## config.mk

```make
export PLATFORM = sky130hd
export DESIGN_NAME = uart_receive
export DESIGN_NICKNAME = d
export VERILOG_FILES = /design/src/rtl/uart_receive.sv
export SDC_FILE = /design/constraint.sdc
export NUM_CORES = 1
export LEC_CHECK = 0
export BUFFER_PORTS_ARGS = -buffer_cell sky130_fd_sc_hd__buf_2
export CAP_MARGIN = 20
export CORE_MARGIN = 5
export CORE_UTILIZATION = 54
export CTS_CLUSTER_DIAMETER = 100
export DETAILED_ROUTE_END_ITERATION = 16
export PLACE_DENSITY = 0.8
export SKIP_CTS_REPAIR_TIMING = 1
export SLEW_MARGIN = 25
export SYNTH_ARGS = -nofsm -noshare
export SYNTH_HDL_FRONTEND = slang
export SYNTH_SLANG_ARGS = --single-unit
```

## constraint.sdc

```tcl
create_clock -name clk -period 1.9 [get_ports clk]
set_clock_uncertainty 0.05 [all_clocks]
set_input_delay 0.19 -clock clk [delete_from_list [all_inputs] [get_ports clk]]
set_output_delay 0.19 -clock clk [all_outputs]
set_load 0.1 [all_outputs]
```

## src/rtl/uart_receive.sv

```systemverilog
// rtl/uart_receive.sv - 8N1 serial receiver with mid-bit sampling, framing-error strobe and link-presence flag
module uart_receive #(
  parameter int CLKS_PER_BIT = 16,
  parameter int IDLE_BITS    = 10,
  parameter int BREAK_BITS   = 20
) (
  input  logic       clk,
  input  logic       rst,
  input  logic       rxd,
  output logic [7:0] word,
  output logic       word_valid,
  output logic       frame_error,
  output logic       connection_status
);

  localparam int HALF       = CLKS_PER_BIT / 2;
  localparam int IDLE_TERM  = IDLE_BITS * CLKS_PER_BIT;
  localparam int BREAK_TERM = BREAK_BITS * CLKS_PER_BIT;
  localparam int RUN_MAX    = (IDLE_TERM > BREAK_TERM) ? IDLE_TERM : BREAK_TERM;
  localparam int RUN_W      = $clog2(RUN_MAX + 1);
  localparam int BIT_W      = $clog2(CLKS_PER_BIT);

  localparam logic [BIT_W-1:0] HALF_LAST = BIT_W'(HALF - 1);
  localparam logic [BIT_W-1:0] FULL_LAST = BIT_W'(CLKS_PER_BIT - 1);
  localparam logic [RUN_W-1:0] HIGH_TERM = RUN_W'(IDLE_TERM);
  localparam logic [RUN_W-1:0] LOW_TERM  = RUN_W'(BREAK_TERM);

  localparam logic [2:0] S_IDLE      = 3'd0;
  localparam logic [2:0] S_START     = 3'd1;
  localparam logic [2:0] S_DATA      = 3'd2;
  localparam logic [2:0] S_STOP      = 3'd3;
  localparam logic [2:0] S_WAIT_HIGH = 3'd4;

  logic             sync1;
  logic             rxd_s;
  logic [2:0]       state;
  logic [BIT_W-1:0] cnt;
  logic [2:0]       idx;
  logic [7:0]       shreg;
  logic [RUN_W-1:0] high_run;
  logic [RUN_W-1:0] low_run;

  // Two-flop synchroniser; resets to the idle (high) line level
  always_ff @(posedge clk or negedge rst) begin
    if (!rst) begin
      sync1 <= 1'b1;
      rxd_s <= 1'b1;
    end else begin
      sync1 <= rxd;
      rxd_s <= sync1;
    end
  end

  // Frame recovery: start detect, mid-bit sampling of data and stop bits
  always_ff @(posedge clk or negedge rst) begin
    if (!rst) begin
      state       <= S_IDLE;
      cnt         <= '0;
      idx         <= '0;
      shreg       <= '0;
      word        <= '0;
      word_valid  <= 1'b0;
      frame_error <= 1'b0;
    end else begin
      word_valid  <= 1'b0;
      frame_error <= 1'b0;
      case (state)
        S_IDLE: begin
          if (!rxd_s) begin
            state <= S_START;
            cnt   <= '0;
          end
        end
        S_START: begin
          if (cnt == HALF_LAST) begin
            cnt <= '0;
            // A line back high at mid start bit was only a glitch
            if (!rxd_s) begin
              state <= S_DATA;
              idx   <= '0;
            end else begin
              state <= S_IDLE;
            end
          end else begin
            cnt <= cnt + 1'b1;
          end
        end
        S_DATA: begin
          if (cnt == FULL_LAST) begin
            cnt        <= '0;
            shreg[idx] <= rxd_s;
            idx        <= idx + 3'd1;
            if (idx == 3'd7) begin
              state <= S_STOP;
            end
          end else begin
            cnt <= cnt + 1'b1;
          end
        end
        S_STOP: begin
          if (cnt == FULL_LAST) begin
            cnt <= '0;
            if (rxd_s) begin
              word       <= shreg;
              word_valid <= 1'b1;
              state      <= S_IDLE;
            end else begin
              frame_error <= 1'b1;
              state       <= S_WAIT_HIGH;
            end
          end else begin
            cnt <= cnt + 1'b1;
          end
        end
        S_WAIT_HIGH: begin
          // Hold off until the line recovers so a stuck-low line reports once
          if (rxd_s) begin
            state <= S_IDLE;
          end
        end
        default: begin
          state <= S_IDLE;
        end
      endcase
    end
  end

  // Link presence: saturating high/low run lengths on the synchronised line
  always_ff @(posedge clk or negedge rst) begin
    if (!rst) begin
      high_run          <= '0;
      low_run           <= '0;
      connection_status <= 1'b0;
    end else begin
      if (rxd_s) begin
        low_run <= '0;
        if (high_run != HIGH_TERM) begin
          high_run <= high_run + 1'b1;
        end
      end else begin
        high_run <= '0;
        if (low_run != LOW_TERM) begin
          low_run <= low_run + 1'b1;
        end
      end
      if (high_run == HIGH_TERM) begin
        connection_status <= 1'b1;
      end else if (low_run == LOW_TERM) begin
        connection_status <= 1'b0;
      end
    end
  end

endmodule

```

# Yosys cells after proc, flatten, opt, wreduce, memory -nomap -nowiden
# Index checks and enable logic that the tools add are counted.
classes:
  add_sub_neg: 4
  order_cmp: 2
  eq_ne: 19
  mux: 32
  n_reduce_logical: 12
op_table:
  columns: ["operator", "count"]
  rows:
  - ["9-bit 2-to-1 mux", 4]
  - ["3-bit 2-to-1 mux", 10]
  - ["9-bit by 1-bit adder with 9-bit output, second input constant", 2]
  - ["3-bit case mux with 5 select lines", 1]
  - ["2-bit != test, second input constant", 7]
  - ["4-bit 2-to-1 mux", 3]
  - ["4-bit case mux with 3 select lines", 1]
  - ["9-bit by 8-bit equality test with 1-bit output, second input constant", 1]
  - ["9-bit equality test, second input constant", 1]
  - ["1-bit 2-to-1 mux", 9]
  - ["9-bit by 8-bit != test with 1-bit output, second input constant", 1]
  - ["9-bit != test, second input constant", 1]
  - ["8-bit bitwise mux", 1]
  - ["3-bit by 2-bit equality test with 1-bit output, second input constant", 2]
  - ["3-bit equality test, second input constant", 2]
  - ["3-bit case mux with 2 select lines", 1]
  - ["6-bit AND reduction", 1]
  - ["2-bit nonzero test", 3]
  - ["4-bit by 1-bit adder with 4-bit output, second input constant", 1]
  - ["4-bit by 3-bit equality test with 1-bit output, second input constant", 1]
  - ["4-bit equality test, second input constant", 1]
  - ["3-bit by 4-bit less-than comparator with 1-bit output, second input constant", 1]
  - ["2-bit AND reduction", 2]
  - ["4-bit AND reduction", 1]
  - ["other kinds (11)", 11]
totals:
  reg_bits: 49
  in_bits: 3
  out_inout_bits: 11
  word_cells: 81

# Logic depth before layout (Yosys ltp)
# Gate-level depths: netlist of run 1.
logic_depth:
  word_depth: 5
  depth_mapped: 5
  mapped_depth_nobuf: 5

# Worst setup path after synthesis of run 1
# Ideal clock, no wire load.
synth_timing:
  kind: "flip-flop to flip-flop"
  startpoint: "reg cnt[0]"
  endpoint: "reg shreg[0]"
  setup_time_ns: 0.125
  arrival_ns: 1.631
  t_required_ns: 1.725
  slack_ns: 0.094
  path_stages_with_launch: 6
  path_buffers: 1
  synth_period_minus_slack_ns: 1.806
  path_cell_list: "dfrtp_1 -> ha_1 -> clkbuf_1 -> nand4b_2 -> nor4b_1 -> mux2_2"
synth_between:
  elab_chain_len: 2
synth_lines:
  columns: ["item", "line", "rtl"]
  rows:
  - ["from (decl)", "37", "logic [BIT_W-1:0] cnt;"]
  - ["from (signal assigned)", "85", "cnt <= cnt + 1'b1;"]
  - ["from (signal assigned)", "97", "cnt <= cnt + 1'b1;"]
  - ["from (signal assigned)", "112", "cnt <= cnt + 1'b1;"]
  - ["4-bit equality test", "89", "if (cnt == FULL_LAST) begin"]
  - ["2-bit AND reduction (no source line)", null, null]
  - ["to (signal, indexed assignment)", "91", "shreg[idx] <= rxd_s;"]
  - ["to (decl)", "39", "logic [7:0] shreg;"]
# No other way between the ends.
# A chain may end at the register's enable or synchronous reset.

# Worst setup path in the final report of run 1
layout_timing:
  startpoint: "reg cnt[0]"
  endpoint: "reg shreg[2]"
# Same word-level chain as after synthesis.

==> results of run 1 <==
stage by stage:
step,instances,utilization (%),cell area [um2]
2_1_floorplan,219,-,2390
4_1_cts,292,61.6,2660
6_report,294,62.1,2680
3_5_place_dp,284,58.8,2540
5_1_grt,294,62.1,2680
3_3_place_gp,284,58.8,2540
power by group:
group / switching [mW] / internal, mW / total (mW) / leakage (nW)
clock: 0.351 / 0.428 / 0.779 / 0.0574
sequential: 0.0906 / 1.11 / 1.20 / 0.661
combinational: 0.215 / 0.201 / 0.415 / 0.522
total: 0.657 / 1.74 / 2.40 / 1.24
registers in the layout, indices dropped and copies added, names as in the netlist:
| signal | count |
|---|---|
| cnt | 4 |
| connection_status | 1 |
| frame_error | 1 |
| high_run | 9 |
| idx | 3 |
| low_run | 9 |
| rxd_s | 1 |
| shreg | 8 |
| state | 3 |
| sync1 | 1 |
| word | 8 |
| word_valid | 1 |
routing by layer:
metal  track usage, %  vias up  wire length [um]
met3             3.78        4               102
met5                0        -                 0
met4             6.99        0                72
met2             27.7       17              2180
met1             21.2      864              2040
li1                 -      843                 -
cell type report:
type | instances | area (um2) | area share, %
flip-flops and latches | 49 | 1230 | 45.8
inverters | 6 | 22.5 | 0.839
clock buffers | 6 | 82.6 | 3.08
clock inverters | 2 | 37.5 | 1.40
well taps | 52 | 65.1 | 2.42
repair buffers | 24 | 153 | 5.69
multi-input cells | 155 | 1090 | 40.8
synthesized netlist by cell type, drive strengths merged (2+ instances only):
cell type   n
a21o        2
a21oi      16
a22o        2
buf         6
clkbuf      3
dfrtp      47
dfstp       2
ha          7
inv         6
mux2       17
mux2i       2
nand2      10
nand2b      5
nand3      12
nand3b      3
nand4       2
nor2       12
nor2b       3
nor3        7
nor4        4
nor4b       3
nor4bb      2
o21ai      13
o2bb2ai     3
o31ai       2
or3         6
or4         2
or4b        3
or4bb       2
xor2        4
logic make-up (layout without fill, tap and decap cells):
kind of cell | count (synthesis) | after routing | share of synthesized area (%)
AND/OR/NAND/NOR | 81 | 81 | 20.5
multiplexers | 19 | 19 | 9.00
AO/OA/AOI/OAI | 43 | 43 | 10.8
flip-flops | 49 | 49 | 51.4
adder cells (fa/ha/maj) | 7 | 7 | 3.66
XOR/XNOR | 5 | 5 | 1.83
buffers and inverters | 15 | 38 | 2.88
worst min-delay path by stage:
stage,start,end,slack (ns),cells after the start
6_report,sync1,rxd_s,0.31,0
5_1_grt,sync1,rxd_s,0.31,0
4_1_cts,rst,idx[0],-0.11,1
3_5_place_dp,rst,high_run[0],0.23,1
3_3_place_gp,rst,high_run[0],0.22,1
2_1_floorplan,rst,cnt[0],-0.16,0
critical path, stage by stage (launching register included):
cell and delay [ns]:
dfrtp_1 0.39, ha_1 0.22, nand4b_2 0.23, nor4_1 0.39, mux2_2 0.38
==> impl_metrics.tcl, run 1 <==
set metrics [dict create \
    status "complete, no violations" \
    clock_sink_count 49 \
    detail-route-antenna-nets 0 \
    crit_path_start "cnt[0]" \
    routabilityCongestion 0.854 \
    area_delta_synth_final_pct 12.2 \
    synth_area_mm2 0.00239 \
    syn_avg_cell_area_um2 10.9 \
    end_kind "flip-flop" \
    worst_r2r_endpoint "shreg[2]" \
    start_util_pct 55.3 \
    clk_pin_slew_ns 0.09 \
    rows 24 \
    cts_buffer_depth 2 \
    die_w_um 76.6 \
    slew_violations 0 \
    htreeDepth 2 \
    final_cell_mix "dfrtp_1, mux2_2, a21oi_1" \
    die_h_um 76.6 \
    overflow 0 \
    cp.required_ns 2.04 \
    drive_gt1_share_pct 22.3 \
    pwr_density_cell_mw_per_mm2 893 \
    antenna_found_initial 0 \
    synth_nets 229 \
    grt_pass1_vias 1779 \
    portBuffers 13 \
    yosysSeqAreaShare_pct 51.4 \
    yosys.area.top_type_share_pct 49.2 \
    n_fill_cell 363 \
    via_count 1728 \
    ys_seq_elements 49 \
    cts_buffers 5 \
    criticalPathCategory "reg2reg" \
    ys_warn_count 0 \
    design.core.area_mm2 0.00432 \
    grt.total_usage_pct 16.8 \
    grt_max_degree 33 \
    rsz0062_at_grt "false" \
    dp_hpwl_mm 2.99 \
    hold_viol 0 \
    synth_flop_cell "dfrtp_1" \
    drc 0 \
    tightest_slew_ns 0.708 \
    worstSetupStartpointType "flip-flop" \
    setup_violations 0 \
    maxCapViolCount 0 \
    worstPathMaxFanout 9 \
    ys_top_cells_by_area "dfrtp_1, mux2_2, ha_1" \
    synth_cell_types 46 \
    period_share_pct 92.9 \
    syn_inst 219 \
    dp_slack_ns 0.162 \
    cts_tree "done" \
    whs_ns 0.307 \
    vias_per_cell 5.88 \
    async_reset_ff_share_pct 100 \
    postRouteWirelength_mm 4.40 \
    mostFrequentLayoutCell "dfrtp_1" \
    io_pins 14 \
    synth_enable_flop_cells 0 \
    wl_per_cell_um 15.0 \
    cts-root-buf "clkbuf_8" \
    max_freq_ghz 0.567 \
    die_area_mm2 0.00586 \
    critPathCapture "shreg[2]" \
    critical_path_arrival_ns 1.91 \
    ir_drop_mv 0.503 \
    r2r_start "cnt[0]" \
    worst_slack_ns 0.136 \
    firstDrtPassIters 4 \
    total_power_mw 2.40 \
    tns_ns 0 \
    finalNetCount 251 \
    insertion_delay_ns 0.30 \
    ff2ff_setup_slack_ns 0.14 \
    period_needed_ns 1.76 \
    r2r_cells 4 \
    hp-class "reg2reg" \
    yosys.area.top_type "dfrtp_1" \
    first_iter_violations 138 \
    grt_pass1_wl_mm 8.08 \
    antenna_cells 0 \
    slew-limit-headroom_pct 52.8 \
    p_leak_nw 1.24 \
]
No activity file was read; power rests on OpenSTA's default activity.
==> inputs of run 2 (changes only) <==
--- a/config.mk
+++ b/config.mk
@@ -7,11 +7,12 @@
 export LEC_CHECK = 0
 export BUFFER_PORTS_ARGS = -buffer_cell sky130_fd_sc_hd__buf_2
 export CAP_MARGIN = 20
-export CORE_MARGIN = 5
-export CORE_UTILIZATION = 54
+export CORE_MARGIN = 2
+export CORE_UTILIZATION = 24
 export CTS_CLUSTER_DIAMETER = 100
 export DETAILED_ROUTE_END_ITERATION = 16
-export PLACE_DENSITY = 0.8
+export MAX_ROUTING_LAYER = met4
+export PLACE_DENSITY = 0.45
 export SKIP_CTS_REPAIR_TIMING = 1
 export SLEW_MARGIN = 25
 export SYNTH_ARGS = -nofsm -noshare
==> impl_metrics.tcl, run 2 (synthesized netlist as in run 1, its figures left out) <==
set metrics [dict create \
    status "complete, no violations" \
    detail-route-antenna-nets 0 \
    wl_per_cell_um 12.3 \
    drive_gt1_share_pct 24.4 \
    finalCoreUtilization_pct 29.2 \
    maxCapViolCount 0 \
    critical-path-max-stage-delay_ns 0.40 \
    finalNetCount 255 \
    pwr_density_cell_mw_per_mm2 863 \
    ir_drop_mv 0.335 \
    slew-limit-headroom_pct 67.4 \
    max_freq_ghz 0.566 \
    die_area_mm2 0.0108 \
    overflow 0 \
    slew_violations 0 \
    clk_pin_slew_ns 0.10 \
    n_fill_cell 1051 \
    cp.required_ns 2.05 \
    cts-root-buf "clkbuf_8" \
    design.core.area_mm2 0.00973 \
    routabilityCongestion 0.768 \
    area_delta_synth_final_pct 18.6 \
    reg_top3 "high_run x9, low_run x9" \
    total_power_mw 2.45 \
    cts_buffer_depth 2 \
    postRouteWirelength_mm 4.67 \
    cts_buffers 5 \
    rows 36 \
    final_cell_mix "dfrtp_1, mux2_2, a21oi_1" \
    grt.total_usage_pct 9.68 \
    setup_violations 0 \
    portBuffers 13 \
    tns_ns 0 \
    first_iter_violations 65 \
    antenna_cells 0 \
    drc 0 \
    firstDrtPassIters 4 \
    dpl-instance-area_mm2 0.00268 \
    dp_hpwl_mm 3.34 \
    p_leak_nw 1.27 \
    via_count 1710 \
    rsz0062_at_grt "false" \
    cp_cell_sequence "ha_1 -> nand4b_4 -> nor4b_1 -> mux2_2" \
    worstSetupStartpointType "flip-flop" \
    hold_viol 0 \
    clock_sink_count 49 \
    io_pins 14 \
    mostFrequentLayoutCell "dfrtp_1" \
    htreeDepth 2 \
    period_share_pct 93.0 \
    cts_tree "done" \
    insertion_delay_ns 0.30 \
    critical-path-top-delay-family "simple AND/OR/NAND/NOR gates" \
    critical_path_arrival_ns 1.92 \
    die_w_um 104 \
    tightest_slew_ns 0.492 \
    antenna_found_initial 0 \
    die_h_um 104 \
    grt_max_degree 21 \
    start_util_pct 24.6 \
    period_needed_ns 1.77 \
    grt_pass1_vias 1763 \
    criticalPathCategory "reg2reg" \
    fin_area_mm2 0.00284 \
    end_kind "flip-flop" \
    grt_pass1_wl_mm 8.40 \
    hp-class "in2async" \
    vias_per_cell 4.51 \
    cp_num_buf_inv 0 \
    worstPathMaxFanout 9 \
    critPathSlowestCell "dfrtp_1" \
]
## run 2: cell count changes in the layout (fill, tap and decap cells not counted), sizes merged
| cell | previous run | this run |
|---|---|---|
| buf | 22 | 26 |
## run 2: metal layers
| layer | vias to the layer above | wire [um] | part of all wire [%] | track usage, % |
|---|---|---|---|---|
| li1 | 852 | - | - | - |
| met1 | 834 | 2350 | 50 | 12.7 |
| met2 | 16 | 2130 | 46 | 14.8 |
| met3 | 8 | 112 | 2.4 | 2.08 |
| met4 | 0 | 74 | 1.6 | 3.47 |
| met5 | - | 0 | 0 | - |
## run 2: cell type report
cell class	count	area, um2	share of cell area, %
flip-flops and latches	49	1230	43.3
multi-input cells	155	1120	39.3
repair buffers	28	183	6.44
well taps	133	166	5.87
clock buffers	6	82.6	2.91
clock inverters	2	37.5	1.32
inverters	6	22.5	0.794
## run 2: path summary, 6_finish.rpt
check	from	to	slack, ns	cells after the start
max in group asynchronous	rst	state[1]	0.89	3
setup / recovery	cnt[0]	shreg[0]	0.13	4
min in group clk	sync1	rxd_s	0.31	0
setup reg to reg	cnt[0]	shreg[0]	0.13	4
hold / removal	rst	word_valid	0.29	2
hold reg to reg	sync1	rxd_s	0.31	0
## run 2: metrics by stage
stage / hold WS, ns / setup slack (ns) / std cells
2_1_floorplan: -0.156 / 0.0939 / 219
3_3_place_gp: 0.103 / 0.102 / 369
3_5_place_dp: 0.106 / 0.0686 / 369
4_1_cts: -0.233 / 0.0607 / 377
5_1_grt: 0.315 / 0.0161 / 379
6_report: 0.293 / 0.133 / 379
## run 2: report_power, final
| group | internal (mW) | switching, mW | total [mW] |
|---|---|---|---|
| Sequential | 1.11 | 0.0866 | 1.20 |
| Clock | 0.429 | 0.368 | 0.797 |
| Combinational | 0.218 | 0.234 | 0.451 |
| Total | 1.76 | 0.689 | 2.45 |
